==> config.mk <==
export PLATFORM = sky130hd
export DESIGN_NAME = lcd_rd4
export DESIGN_NICKNAME = d
export VERILOG_FILES = /design/src/rtl/lcd_rd4.sv
export SDC_FILE = /design/constraint.sdc
export NUM_CORES = 1
export LEC_CHECK = 0
export BUFFER_PORTS_ARGS = -buffer_cell sky130_fd_sc_hd__clkbuf_2
export CORE_MARGIN = 2
export CORE_UTILIZATION = 58
export DETAILED_ROUTE_END_ITERATION = 10
export GPL_ROUTABILITY_DRIVEN = 0
export HOLD_SLACK_MARGIN = 0.1
export PLACE_DENSITY = 0.86
export SYNTH_ARGS = -nofsm -noshare
export SYNTH_HDL_FRONTEND = slang
export SYNTH_SLANG_ARGS = --single-unit
==> constraint.sdc <==
create_clock -name clk -period 2.8 [get_ports clk]
set_input_delay 0.14 -clock clk [delete_from_list [all_inputs] [get_ports clk]]
set_output_delay 0.14 -clock clk [all_outputs]
set_load 0.1 [all_outputs]
==> src/rtl/lcd_rd4.sv <==
// 4-bit HD44780 read engine: RS/RW setup, two E strobes on a divided tick, nibble capture.
// Latency k+4*DIV clks from accept (1<=k<=DIV); requests arriving while busy are dropped, rd_ready gates acceptance.
module lcd_rd4 #(
    parameter int unsigned DIV = 25000
) (
    input  logic       clk,
    input  logic       sw,
    input  logic       rd_req,
    input  logic       rd_rs,
    output logic       rd_ready,
    output logic       rd_valid,
    output logic [7:0] rd_data,
    output logic       bf,
    output logic [6:0] ac,
    output logic       lcd_rs,
    output logic       lcd_rw,
    output logic       lcd_en,
    input  logic [3:0] db_in,
    output logic       db_oe
);

    localparam logic [2:0] S_IDLE  = 3'd0;
    localparam logic [2:0] S_SETUP = 3'd1;
    localparam logic [2:0] S_EN_H  = 3'd2;
    localparam logic [2:0] S_GAP   = 3'd3;
    localparam logic [2:0] S_EN_L  = 3'd4;
    localparam logic [2:0] S_DONE  = 3'd5;

    logic [31:0] cnt;
    logic        tick;
    logic [2:0]  state;
    logic        rs_q;
    logic [3:0]  hi;
    logic [3:0]  lo;

    // Free-running phase divider; never resynchronised to requests.
    assign tick = (cnt == DIV - 32'd1);

    always_ff @(posedge clk) begin
        if (sw || tick) begin
            cnt <= 32'd0;
        end else begin
            cnt <= cnt + 32'd1;
        end
    end

    assign db_oe = ~lcd_rw;

    always_ff @(posedge clk) begin
        if (sw) begin
            state    <= S_IDLE;
            rs_q     <= 1'b0;
            hi       <= 4'h0;
            lo       <= 4'h0;
            lcd_rs   <= 1'b0;
            lcd_rw   <= 1'b0;
            lcd_en   <= 1'b0;
            rd_ready <= 1'b1;
            rd_valid <= 1'b0;
            rd_data  <= 8'h00;
            bf       <= 1'b0;
            ac       <= 7'h00;
        end else begin
            rd_valid <= 1'b0;
            case (state)
                S_IDLE: begin
                    if (rd_req) begin
                        rs_q     <= rd_rs;
                        lcd_rs   <= rd_rs;
                        lcd_rw   <= 1'b1;
                        rd_ready <= 1'b0;
                        state    <= S_SETUP;
                    end
                end
                S_SETUP: begin
                    if (tick) begin
                        lcd_en <= 1'b1;
                        state  <= S_EN_H;
                    end
                end
                S_EN_H: begin
                    // Capture on the edge that drops E, while the panel still drives DB.
                    if (tick) begin
                        hi     <= db_in;
                        lcd_en <= 1'b0;
                        state  <= S_GAP;
                    end
                end
                S_GAP: begin
                    if (tick) begin
                        lcd_en <= 1'b1;
                        state  <= S_EN_L;
                    end
                end
                S_EN_L: begin
                    if (tick) begin
                        lo     <= db_in;
                        lcd_en <= 1'b0;
                        state  <= S_DONE;
                    end
                end
                S_DONE: begin
                    if (tick) begin
                        lcd_rw   <= 1'b0;
                        lcd_rs   <= 1'b0;
                        rd_data  <= {hi, lo};
                        if (!rs_q) begin
                            bf <= hi[3];
                            ac <= {hi[2:0], lo};
                        end
                        rd_valid <= 1'b1;
                        rd_ready <= 1'b1;
                        state    <= S_IDLE;
                    end
                end
                default: state <= S_IDLE;
            endcase
        end
    end

endmodule
==> run_summary.xml, run 1 <==
<?xml version="1.0" encoding="UTF-8"?>
<metrics>
  <group name="layout">
    <metric name="finalInstanceArea" unit="mm^2">0.003299</metric>
    <metric name="fraction_of_layout_instances_using_a_drive_strength_above_1" unit="%">18.18</metric>
    <metric name="fillerInstances" unit="">352</metric>
    <metric name="final_cells" unit="">408</metric>
    <metric name="antenna_cells_inserted" unit="">0</metric>
    <metric name="design.final.nets" unit="">346</metric>
    <metric name="area_growth" unit="%">14.21</metric>
  </group>
  <group name="synth">
    <metric name="yosys.area.top_type" unit="">dfxtp_1</metric>
    <metric name="synth_warnings" unit="">0</metric>
    <metric name="synth_top_family_by_area" unit="">simple AND/OR/NAND/NOR gates</metric>
    <metric name="post_synth_fa_ha_maj_area_fraction" unit="%">0.4331</metric>
    <metric name="compound_gate_portion_of_the_synthesized_area" unit="%">2.858</metric>
    <metric name="postSynthCellCount" unit="">306</metric>
    <metric name="synthDominantCellAreaShare" unit="%">45.04</metric>
    <metric name="synth-seq-cells" unit="">65</metric>
    <metric name="seq_area_frac_synth" unit="%">45.04</metric>
    <metric name="syn-cell-area" unit="mm^2">0.002889</metric>
    <metric name="synth_xor_area_share" unit="%">8.792</metric>
    <metric name="post_synth_main_area_contributors" unit="">dfxtp_1 45%, mux2i_1 8.3%, xor2_1 7.9%</metric>
    <metric name="post_synth_and_or_nand_nor_area_fraction" unit="%">29.80</metric>
    <metric name="yosys-mux-area-fraction" unit="%">8.315</metric>
    <metric name="synth_async_sr_flop_share" unit="%">0</metric>
    <metric name="synth_most_common_cell" unit="">dfxtp_1</metric>
    <metric name="ys_types" unit="">38</metric>
    <metric name="post_synth_edffs" unit="">0</metric>
    <metric name="dominant_synthesized_flop_cell" unit="">dfxtp_1</metric>
    <metric name="avgSynthCellArea" unit="um^2">9.441</metric>
    <metric name="synth_fp_nets" unit="">315</metric>
    <metric name="ys_top_cells_by_count" unit="">65 x dfxtp_1, 57 x nor2_1, 26 x xor2_1</metric>
  </group>
  <group name="clock_network">
    <metric name="cts_buffers" unit="">9</metric>
    <metric name="cts.path.max_buffers" unit="">2</metric>
    <metric name="ctsResizeCount" unit="">0</metric>
    <metric name="cts.reportedPaths.clkPinSlew" unit="ns">0.07</metric>
    <metric name="cts.sinks" unit="">65</metric>
    <metric name="cts-root-buf" unit="">clkbuf_8</metric>
    <metric name="clkLatencyLatePin" unit="ns">0.35</metric>
    <metric name="h_tree_level_count" unit="">3</metric>
    <metric name="post_cts_buffers" unit="">0</metric>
    <metric name="cts_tree" unit="">yes</metric>
  </group>
  <group name="run_status">
    <metric name="outcome" unit="">finished clean</metric>
  </group>
  <group name="placed_design">
    <metric name="io_buffers" unit="">29</metric>
    <metric name="dpl_worst_slack" unit="ns">0.4360</metric>
    <metric name="hpwlAfterDp" unit="mm">4.049</metric>
    <metric name="placedCellCount" unit="">388</metric>
    <metric name="place_area" unit="mm^2">0.003032</metric>
  </group>
  <group name="critical_path">
    <metric name="crit_arrival" unit="ns">2.63</metric>
    <metric name="critPathKind" unit="">reg -&gt; reg</metric>
    <metric name="timing.critical_path.to_type" unit="">register</metric>
    <metric name="r2r.worst_path.cells" unit="">6</metric>
    <metric name="cp-start-kind" unit="">register</metric>
    <metric name="path_max_fanout" unit="">32</metric>
    <metric name="critical_path_required" unit="ns">3.01</metric>
    <metric name="critical_path.reg2reg.endpoint" unit="">cnt[23]$_SDFF_PP0_</metric>
    <metric name="worst_setup_sp" unit="">cnt[0]$_SDFF_PP0_</metric>
    <metric name="startpoint_of_the_worst_slack_reg_to_reg_timing_path" unit="">cnt[0]$_SDFF_PP0_</metric>
    <metric name="r2r_slack" unit="ns">0.39</metric>
    <metric name="critPathCapture" unit="">cnt[23]$_SDFF_PP0_</metric>
  </group>
  <group name="drt">
    <metric name="detail_route.drc_violations" unit="">0</metric>
    <metric name="finalWirelength" unit="mm">6.181</metric>
    <metric name="initialDrtViolationCount" unit="">131</metric>
    <metric name="detail_route.wl_per_cell" unit="um">15.15</metric>
    <metric name="route.detailed.vias_per_inst" unit="">5.630</metric>
    <metric name="ant_nets" unit="">0</metric>
    <metric name="drt_pre_antenna_iters" unit="">4</metric>
    <metric name="via_count" unit="">2297</metric>
  </group>
  <group name="timing">
    <metric name="fin_tns_setup" unit="ns">0</metric>
    <metric name="worst_pin_slew" unit="ns">0.7218</metric>
    <metric name="max_freq" unit="GHz">0.4142</metric>
    <metric name="final-hold-violation-count" unit="">0</metric>
    <metric name="final.min_clock_period" unit="ns">2.414</metric>
    <metric name="setup_slack_after_layout" unit="ns">0.3857</metric>
    <metric name="rsz0062_at_grt" unit="">no</metric>
    <metric name="maxSlewViolCount" unit="">0</metric>
    <metric name="setup_viol" unit="">0</metric>
    <metric name="clock-skew-final" unit="ns">0.007902</metric>
    <metric name="timing.slew.headroom" unit="%">51.52</metric>
    <metric name="share_of_the_cycle_needed_by_the_critical_path_after_routing" unit="%">86.22</metric>
  </group>
  <group name="global_routing">
    <metric name="global_route_wire_length_before_repair" unit="mm">10.35</metric>
    <metric name="grt_max_degree" unit="">35</metric>
    <metric name="groute.usage.overall" unit="%">24.80</metric>
    <metric name="grt_antenna_before_repair" unit="">0</metric>
    <metric name="global_route.overflow_total" unit="">0</metric>
    <metric name="number_of_global_route_vias_before_repair" unit="">2203</metric>
  </group>
  <group name="power">
    <metric name="leakage_power_of_the_design" unit="nW">1.203</metric>
    <metric name="largest_vdd_supply_drop" unit="mV">0.4059</metric>
    <metric name="power_density" unit="mW/mm^2">582.3</metric>
  </group>
  <group name="floorplan">
    <metric name="core.rowCount" unit="">25</metric>
    <metric name="die_area" unit="mm^2">0.005561</metric>
    <metric name="io-pin-count" unit="">30</metric>
    <metric name="chipWidth" unit="um">74.58</metric>
    <metric name="initial_core_utilization" unit="%">60.76</metric>
    <metric name="die_height" unit="um">74.58</metric>
    <metric name="core_area" unit="mm^2">0.004755</metric>
  </group>
  <group name="hold_path">
    <metric name="worstHoldPathType" unit="">in -&gt; reg</metric>
    <metric name="hold-path-cell-count" unit="">4</metric>
  </group>
  <group name="run">
    <metric name="drv.max_cap_violation_count" unit="">0</metric>
  </group>
</metrics>
[flip-flops by register name, summed over array words and instances, names as in the netlist, 3 cells and up]
name     cells
cnt         32
ac           7
rd_data      8
state        3
hi           4
lo           4
[per-layer routing]
| metal | track usage (%) | part of all wire [%] | up-vias |
|---|---|---|---|
| met4 | 9.722 | 2.4 | 0 |
| met2 | 41.00 | 51 | 60 |
| met3 | 7.588 | 5.1 | 13 |
| met1 | 30.31 | 41 | 1095 |
| met5 | 0 | 0 | - |
| li1 | - | - | 1129 |
[cell families (layout without fill, tap and decap cells)]
logic type | Yosys count | after routing
fa+ha+maj | 1 | 1
simple gates | 149 | 149
flops | 65 | 65
xor+xnor | 29 | 29
mux | 24 | 24
buf+inv | 23 | 58
compound gates | 15 | 15
[power breakdown]
part / switching [W] / internal [W] / total [W]
logic: 0.0000754 / 0.0000252 / 0.000101
registers: 0.00000889 / 0.000934 / 0.000943
clock network: 0.000359 / 0.000518 / 0.000877
total: 0.000443 / 0.00148 / 0.00192
[through the flow]
step,hold slack [ns],total power (W),utilization (%)
final,0.2928,0.001921,69.39
after global routing,0.3348,0.001989,69.39
after CTS,0.2815,0.001928,69.39
after detailed placement,0.4112,0.001058,63.76
after global placement,0.4037,0.001056,63.76
after floorplan,0.2872,0.001043,-
[timing repair]
item	4_1_cts	5_1_grt
endpoints found under the setup margin	0	0
endpoints found under the hold margin	9	0
hold buffers	5	0
[cells in the final DEF, fill, tap and decap left out, types with 6 or more instances in the layout]
master and n:
a21oi_1 8, and3_1 6, clkbuf_2 29, clkbuf_8 10
dfxtp_1 65, inv_1 6, mux2i_1 24, nand2_1 8
nand3_1 21, nand4_1 13, nor2_1 57, nor4_1 8
xor2_1 26
[worst min path at each step]
stage	startpoint	to	slack, ns
global placement	db_in[1]	hi[1]$_SDFFE_PP0P_	0.40
global route	rd_req	rs_q$_SDFFE_PP0P_	0.33
floorplan	db_in[0]	hi[0]$_SDFFE_PP0P_	0.29
detailed placement	rd_rs	lcd_rs$_SDFFE_PP0P_	0.41
CTS	rd_req	rd_ready$_SDFFE_PP1P_	0.28
finish	rd_req	rd_ready$_SDFFE_PP1P_	0.29
[layout make-up]
| cell class | count | area, um^2 | share of cell area, % |
|---|---|---|---|
| Clock buffer | 10 | 137.6 | 4.171 |
| Clock inverter | 5 | 80.08 | 2.427 |
| Timing Repair Buffer | 37 | 217.7 | 6.598 |
| Inverter | 6 | 22.52 | 0.6826 |
| Multi-Input combinational cell | 218 | 1456 | 44.14 |
| Tap cell | 67 | 83.83 | 2.541 |
| Sequential cell | 65 | 1301 | 39.44 |
[critical path, stage by stage (launching register included)]
cell and delay, ns:
dfxtp_1 0.39, ha_1 0.31, nor4b_1 0.38, nand3_1 0.23, nor3_1 0.28, or2_2 0.56, nor2_1 0.13
(Power assumes the default switching activity.)
==> run 2, diff against run 1 <==
CELL_PAD_IN_SITES_DETAIL_PLACEMENT = 1   (was unset)
CELL_PAD_IN_SITES_GLOBAL_PLACEMENT = 2   (was unset)
CORE_UTILIZATION = 36   (was 58)
PLACE_DENSITY = 0.84   (was 0.86)
==> run 2 against run 1 <==
Via count shrank 1.5%. Final cell count is 9.6% higher. Worst setup slack improved by 0.15 ns. Total power increased by 6.5%. Maximum frequency grew 6.8%. Register-to-register slack improved by 0.15 ns. Global-route usage down 7.5 points. Non-clock buffer count rose by 3. Critical path depth increased by 1. Utilization is 26 points lower.
==> run_summary.xml, run 2 (same netlist as run 1, synthesis figures left out) <==
<?xml version="1.0" encoding="UTF-8"?>
<metrics>
  <group name="clock_network">
    <metric name="cts.sinks" unit="">65</metric>
    <metric name="cts-root-buf" unit="">clkbuf_8</metric>
    <metric name="cts_tree" unit="">yes</metric>
    <metric name="post_cts_buffers" unit="">0</metric>
    <metric name="clkLatencyLatePin" unit="ns">0.35</metric>
    <metric name="cts.reportedPaths.clkPinSlew" unit="ns">0.08</metric>
    <metric name="cts_buffers" unit="">9</metric>
    <metric name="cts.path.max_buffers" unit="">2</metric>
    <metric name="h_tree_level_count" unit="">3</metric>
    <metric name="ctsResizeCount" unit="">0</metric>
  </group>
  <group name="floorplan">
    <metric name="initial_core_utilization" unit="%">37.19</metric>
    <metric name="die_area" unit="mm^2">0.008757</metric>
    <metric name="chipWidth" unit="um">93.58</metric>
    <metric name="core.rowCount" unit="">32</metric>
    <metric name="core_area" unit="mm^2">0.007767</metric>
    <metric name="die_height" unit="um">93.58</metric>
    <metric name="io-pin-count" unit="">30</metric>
  </group>
  <group name="run">
    <metric name="drv.max_cap_violation_count" unit="">0</metric>
  </group>
  <group name="timing">
    <metric name="max_freq" unit="GHz">0.4423</metric>
    <metric name="worst_pin_slew" unit="ns">0.5494</metric>
    <metric name="rsz0062_at_grt" unit="">no</metric>
    <metric name="fin_tns_setup" unit="ns">0</metric>
    <metric name="final.min_clock_period" unit="ns">2.261</metric>
    <metric name="setup_viol" unit="">0</metric>
    <metric name="timing.slew.headroom" unit="%">63.07</metric>
    <metric name="final-hold-violation-count" unit="">0</metric>
    <metric name="share_of_the_cycle_needed_by_the_critical_path_after_routing" unit="%">80.74</metric>
    <metric name="clock-skew-final" unit="ns">0.01246</metric>
    <metric name="maxSlewViolCount" unit="">0</metric>
    <metric name="worst_hold_slack" unit="ns">0.2910</metric>
  </group>
  <group name="global_routing">
    <metric name="groute.usage.overall" unit="%">17.28</metric>
    <metric name="global_route.overflow_total" unit="">0</metric>
    <metric name="global_route_wire_length_before_repair" unit="mm">11.83</metric>
    <metric name="number_of_global_route_vias_before_repair" unit="">2292</metric>
    <metric name="grt_max_degree" unit="">34</metric>
    <metric name="grt_antenna_before_repair" unit="">0</metric>
  </group>
  <group name="power">
    <metric name="largest_vdd_supply_drop" unit="mV">0.2554</metric>
    <metric name="power_density" unit="mW/mm^2">602.6</metric>
    <metric name="total_power" unit="W">0.002047</metric>
    <metric name="leakage_power_of_the_design" unit="nW">1.238</metric>
  </group>
  <group name="critical_path">
    <metric name="path_max_fanout" unit="">32</metric>
    <metric name="r2r_slack" unit="ns">0.54</metric>
    <metric name="critPathKind" unit="">reg -&gt; reg</metric>
    <metric name="cp-start-kind" unit="">register</metric>
    <metric name="timing.critical_path.to_type" unit="">register</metric>
    <metric name="cpPeakStageDelay" unit="ns">0.40</metric>
    <metric name="r2r.worst_path.cells" unit="">7</metric>
    <metric name="startpoint_of_the_worst_slack_reg_to_reg_timing_path" unit="">cnt[0]$_SDFF_PP0_</metric>
    <metric name="crit_path_cell_trace" unit="">ha_1, nor4b_1, nand3_1, nor3_1, or2_2, buf_4, nor2_1</metric>
    <metric name="critical_path.reg2reg.endpoint" unit="">cnt[3]$_SDFF_PP0_</metric>
    <metric name="worst_path_max_delay_cell" unit="">dfxtp_1</metric>
    <metric name="crit_arrival" unit="ns">2.48</metric>
    <metric name="critical_path_required" unit="ns">3.02</metric>
  </group>
  <group name="layout">
    <metric name="largest_registers_in_the_final_layout" unit="">cnt (32), rd_data (8), ac (7)</metric>
    <metric name="commonest_cells_after_routing_fill_and_taps_aside" unit="">65 x dfxtp_1, 57 x nor2_1, 29 x clkbuf_2</metric>
    <metric name="area_growth" unit="%">17.58</metric>
    <metric name="finalInstanceArea" unit="mm^2">0.003397</metric>
    <metric name="fraction_of_layout_instances_using_a_drive_strength_above_1" unit="%">19.13</metric>
    <metric name="largest_register_ff_count" unit="">32</metric>
    <metric name="register_ranked_first_by_flip_flop_count" unit="">cnt</metric>
    <metric name="layout.cells.most_common" unit="">dfxtp_1</metric>
    <metric name="final_core_util" unit="%">43.73</metric>
    <metric name="antenna_cells_inserted" unit="">0</metric>
    <metric name="design.final.nets" unit="">349</metric>
  </group>
  <group name="placed_design">
    <metric name="place_area" unit="mm^2">0.003098</metric>
    <metric name="io_buffers" unit="">29</metric>
    <metric name="hpwlAfterDp" unit="mm">4.557</metric>
  </group>
  <group name="run_status">
    <metric name="outcome" unit="">finished clean</metric>
  </group>
  <group name="hold_path">
    <metric name="worstHoldPathType" unit="">in -&gt; reg</metric>
    <metric name="hold-path-cell-count" unit="">4</metric>
    <metric name="hold_start" unit="">rd_req</metric>
    <metric name="hold_path_end" unit="">rd_ready$_SDFFE_PP1P_</metric>
  </group>
  <group name="drt">
    <metric name="drt_pre_antenna_iters" unit="">4</metric>
    <metric name="detail_route.drc_violations" unit="">0</metric>
    <metric name="route.detailed.vias_per_inst" unit="">5.063</metric>
    <metric name="ant_nets" unit="">0</metric>
    <metric name="via_count" unit="">2263</metric>
    <metric name="detail_route.wl_per_cell" unit="um">15.07</metric>
    <metric name="finalWirelength" unit="mm">6.735</metric>
    <metric name="initialDrtViolationCount" unit="">77</metric>
  </group>
</metrics>
==> run 2: final cells by class <==
cell class,count,area (um^2)
fillers,938,4370
clock buffers,9,123.9
inverters,6,22.52
multi-input cells,218,1456
repair buffers,40,240.2
flip-flops and latches,65,1301
well taps,102,127.6
clock inverters,7,125.1
==> run 2: report_power, final <==
part           leakage [nW]  switching, W  total [W]  internal, W
Combinational         0.589     0.0000766   0.000104    0.0000270
Sequential            0.525    0.00000912   0.000943     0.000934
Clock                 0.124      0.000400    0.00100     0.000601
Total                  1.24      0.000486    0.00205      0.00156
==> run 2: worst max-delay path: cells and delay by family, from the launching register on <==
family,cells,cell delay [ns]
fa+ha+maj,1,0.30
simple gates,5,1.10
flops,1,0.40
buf+inv,1,0.31
==> run 2: per-stage QoR <==
| stage | setup slack [ns] | std cells |
|---|---|---|
| 6_report | 0.5393 | 447 |
| 5_1_grt | 0.2090 | 447 |
| 4_1_cts | 0.5192 | 447 |
| 3_5_place_dp | 0.5424 | 426 |
| 3_3_place_gp | 0.6614 | 426 |
| 2_1_floorplan | 0.7043 | 306 |
==> run 2: worst max path at each step <==
stage / end / start / cells after the start / slack (ns)
2_1_floorplan: lcd_rw$_SDFFE_PP0P_ / lcd_rw$_SDFFE_PP0P_ / 3 / 0.70
3_3_place_gp: cnt[15]$_SDFF_PP0_ / cnt[0]$_SDFF_PP0_ / 7 / 0.66
3_5_place_dp: cnt[3]$_SDFF_PP0_ / cnt[0]$_SDFF_PP0_ / 7 / 0.54
4_1_cts: cnt[3]$_SDFF_PP0_ / cnt[0]$_SDFF_PP0_ / 7 / 0.52
5_1_grt: cnt[3]$_SDFF_PP0_ / cnt[0]$_SDFF_PP0_ / 7 / 0.21
6_report: cnt[3]$_SDFF_PP0_ / cnt[0]$_SDFF_PP0_ / 7 / 0.54
==> run 2: routing by layer <==
layer | vias up | global-route usage [%] | share of wire (%)
li1 | 1134 | - | -
met1 | 1099 | 23.08 | 49
met2 | 22 | 26.38 | 47
met3 | 8 | 5.318 | 2.4
met4 | 0 | 6.159 | 1.6
met5 | - | 0 | 0
==> run 2: timing repair <==
action	CTS	global route
endpoints found under the setup margin	0	0
hold endpoints to repair	10	0
hold buffers	5	0
==> run 3, diff against run 2 <==
ABC_AREA = 1   (was unset)
CORE_UTILIZATION = 32   (was 36)
PLACE_DENSITY = 0.86   (was 0.84)
clock period = 2.2 ns   (was 2.8 ns; I/O delays follow)
==> run 3 against run 2 <==
Register-to-register slack got worse by 0.24 ns. Synthesized cell count increased by 73%. Final area increased by 15%. Worst hold slack got worse by 0.18 ns. Final cell count increased by 59%. Critical path depth increased by 4. Maximum frequency increased by 19%. Sequential cell count unchanged. Largest power group is now registers.
==> run_summary.xml, run 3 <==
<?xml version="1.0" encoding="UTF-8"?>
<metrics>
  <group name="hold_path">
    <metric name="worstHoldPathType" unit="">in -&gt; reg</metric>
    <metric name="hold-path-cell-count" unit="">3</metric>
  </group>
  <group name="timing">
    <metric name="fin_tns_setup" unit="ns">0</metric>
    <metric name="final.min_clock_period" unit="ns">1.900</metric>
    <metric name="rsz0062_at_grt" unit="">no</metric>
    <metric name="setup_viol" unit="">0</metric>
    <metric name="max_freq" unit="GHz">0.5264</metric>
    <metric name="final-hold-violation-count" unit="">0</metric>
    <metric name="maxSlewViolCount" unit="">0</metric>
    <metric name="share_of_the_cycle_needed_by_the_critical_path_after_routing" unit="%">86.36</metric>
    <metric name="timing.slew.headroom" unit="%">63.42</metric>
    <metric name="clock-skew-final" unit="ns">0.01606</metric>
    <metric name="worst_pin_slew" unit="ns">0.5481</metric>
  </group>
  <group name="drt">
    <metric name="initialDrtViolationCount" unit="">127</metric>
    <metric name="finalWirelength" unit="mm">10.22</metric>
    <metric name="ant_nets" unit="">0</metric>
    <metric name="route.detailed.vias_per_inst" unit="">4.782</metric>
    <metric name="via_count" unit="">3400</metric>
    <metric name="detail_route.wl_per_cell" unit="um">14.37</metric>
    <metric name="drt_pre_antenna_iters" unit="">4</metric>
    <metric name="detail_route.drc_violations" unit="">0</metric>
  </group>
  <group name="clock_network">
    <metric name="cts_buffers" unit="">9</metric>
    <metric name="cts_tree" unit="">yes</metric>
    <metric name="cts.sinks" unit="">65</metric>
    <metric name="clkLatencyLatePin" unit="ns">0.36</metric>
    <metric name="cts-root-buf" unit="">clkbuf_8</metric>
    <metric name="cts.reportedPaths.clkPinSlew" unit="ns">0.08</metric>
    <metric name="cts.path.max_buffers" unit="">2</metric>
    <metric name="h_tree_level_count" unit="">3</metric>
  </group>
  <group name="run_status">
    <metric name="outcome" unit="">finished clean</metric>
  </group>
  <group name="floorplan">
    <metric name="chipWidth" unit="um">105.9</metric>
    <metric name="die_area" unit="mm^2">0.01121</metric>
    <metric name="core_area" unit="mm^2">0.01018</metric>
    <metric name="initial_core_utilization" unit="%">32.62</metric>
    <metric name="die_height" unit="um">105.9</metric>
    <metric name="core.rowCount" unit="">37</metric>
    <metric name="io-pin-count" unit="">30</metric>
  </group>
  <group name="global_routing">
    <metric name="number_of_global_route_vias_before_repair" unit="">3309</metric>
    <metric name="global_route.overflow_total" unit="">0</metric>
    <metric name="global_route_wire_length_before_repair" unit="mm">17.02</metric>
    <metric name="groute.usage.overall" unit="%">19.36</metric>
    <metric name="grt_antenna_before_repair" unit="">0</metric>
    <metric name="grt_max_degree" unit="">22</metric>
  </group>
  <group name="critical_path">
    <metric name="timing.critical_path.to_type" unit="">register</metric>
    <metric name="cp-start-kind" unit="">register</metric>
    <metric name="critical_path_required" unit="ns">2.44</metric>
    <metric name="critPathKind" unit="">reg -&gt; reg</metric>
    <metric name="crit_arrival" unit="ns">2.14</metric>
    <metric name="r2r.worst_path.cells" unit="">11</metric>
    <metric name="path_max_fanout" unit="">21</metric>
  </group>
  <group name="synth">
    <metric name="postSynthCellCount" unit="">530</metric>
    <metric name="syn-cell-area" unit="mm^2">0.003322</metric>
    <metric name="dominant_synthesized_flop_cell" unit="">dfxtp_1</metric>
    <metric name="synth_top_family_by_area" unit="">simple AND/OR/NAND/NOR gates</metric>
    <metric name="ys_top_cells_by_count" unit="">142 x nand2_1, 99 x nor2_1, 70 x inv_1</metric>
    <metric name="ys_types" unit="">25</metric>
    <metric name="synthDominantCellAreaShare" unit="%">39.17</metric>
    <metric name="synth_xor_area_share" unit="%">1.582</metric>
    <metric name="seq_area_frac_synth" unit="%">39.17</metric>
    <metric name="yosys.area.top_type" unit="">dfxtp_1</metric>
    <metric name="compound_gate_portion_of_the_synthesized_area" unit="%">7.533</metric>
    <metric name="post_synth_main_area_contributors" unit="">dfxtp_1 39%, nand2_1 16%, nor2_1 11%</metric>
    <metric name="post_synth_fa_ha_maj_area_fraction" unit="%">0.3766</metric>
    <metric name="synth_async_sr_flop_share" unit="%">0</metric>
    <metric name="synth-seq-cells" unit="">65</metric>
    <metric name="post_synth_edffs" unit="">0</metric>
    <metric name="synth_fp_nets" unit="">539</metric>
    <metric name="synth_warnings" unit="">0</metric>
    <metric name="yosys-mux-area-fraction" unit="%">0</metric>
    <metric name="post_synth_and_or_nand_nor_area_fraction" unit="%">41.09</metric>
    <metric name="avgSynthCellArea" unit="um^2">6.268</metric>
    <metric name="synth_most_common_cell" unit="">nand2_1</metric>
  </group>
  <group name="power">
    <metric name="total_power" unit="W">0.002813</metric>
    <metric name="leakage_power_of_the_design" unit="nW">1.565</metric>
    <metric name="power_density" unit="mW/mm^2">723.1</metric>
    <metric name="largest_vdd_supply_drop" unit="mV">0.3311</metric>
  </group>
  <group name="layout">
    <metric name="design.final.nets" unit="">579</metric>
    <metric name="commonest_cells_after_routing_fill_and_taps_aside" unit="">141 x nand2_1, 99 x nor2_1, 70 x inv_1</metric>
    <metric name="largest_registers_in_the_final_layout" unit="">cnt (32), rd_data (8), ac (7)</metric>
    <metric name="fraction_of_layout_instances_using_a_drive_strength_above_1" unit="%">12.00</metric>
    <metric name="layout.cells.most_common" unit="">nand2_1</metric>
    <metric name="register_ranked_first_by_flip_flop_count" unit="">cnt</metric>
    <metric name="antenna_cells_inserted" unit="">0</metric>
    <metric name="largest_register_ff_count" unit="">32</metric>
    <metric name="area_growth" unit="%">17.10</metric>
  </group>
  <group name="placed_design">
    <metric name="io_buffers" unit="">29</metric>
    <metric name="hpwlAfterDp" unit="mm">7.930</metric>
  </group>
  <group name="run">
    <metric name="drv.max_cap_violation_count" unit="">0</metric>
  </group>
</metrics>
run 3: cell count changes in the layout (fill, tap and decap cells not counted), sizes merged, moves of 5 or more:
cell   change
a21oi     +26
and3       -5
and4       -5
inv       +70
mux2i     -24
nand2    +137
nand3     +16
nor2      +50
nor3      +12
nor4      -16
o21ai     +11
xor2      -21
run 3: worst paths after layout:
path	start	end	slack (ns)
setup / recovery	cnt[0]$_SDFF_PP0_	cnt[22]$_SDFF_PP0_	0.30
hold / removal	rd_req	lcd_rw$_SDFFE_PP0P_	0.11
setup reg to reg	cnt[0]$_SDFF_PP0_	cnt[22]$_SDFF_PP0_	0.30
hold reg to reg	cnt[0]$_SDFF_PP0_	cnt[0]$_SDFF_PP0_	0.46
run 3: through the flow:
stage               setup slack, ns  hold WS, ns  cell area (um^2)  instances  utilization (%)
finish                       0.3002       0.1122              3890        711            38.19
global route                0.04960       0.1355              3890        711            38.19
CTS                          0.2000       0.1032              3887        711            38.17
detailed placement           0.2003       0.3632              3625        689            35.59
global placement             0.3583       0.3739              3625        689            35.59
floorplan                    0.4572       0.2449              3322        530                -
run 3: layer usage:
layer  routed length [um]  global-route usage [%]
met1                 5017                   26.39
met2                 4743                   31.34
met3                  333                   3.463
met4                  124                   5.545
met5                    0                       0
run 3: final cells by class:
type / count / area [um^2]
clock inverter: 7 / 78.83
clock buffer: 9 / 123.9
fill: 1395 / 6295
timing repair buffer: 38 / 240.2
tap: 136 / 170.2
multi-input combinational: 378 / 1683
sequential: 65 / 1301
inverter: 78 / 292.8
run 3: cell families (layout without fill, tap and decap cells):
logic type               after synthesis  count (layout)
AO/OA/AOI/OAI                         50              50
XOR/XNOR                               6               6
adder cells (fa/ha/maj)                1               1
buffers and inverters                 87             132
flip-flops                            65              65
AND/OR/NAND/NOR                      321             321
run 3: report_power, final:
part	internal [W]	switching [W]
Clock	0.000533	0.000544
Combinational	0.000106	0.000374
Sequential	0.00122	0.0000358
Total	0.00186	0.000953
run 3: worst max-delay path: stages, from the launching register on:
cell     delay [ns]
dfxtp_1        0.38
ha_1           0.22
nand2_2        0.10
inv_2          0.08
nand3_1        0.06
nor2_1         0.08
nand2_1        0.07
nor2_2         0.21
nor2_1         0.11
inv_2          0.22
buf_12         0.20
a21oi_1        0.06
run 3: timing repair:
action	CTS	global route
resized for setup	0	1
hold buffers	6	0
setup buffers	0	0
hold endpoints to repair	9	0
endpoints found under the setup margin	0	1
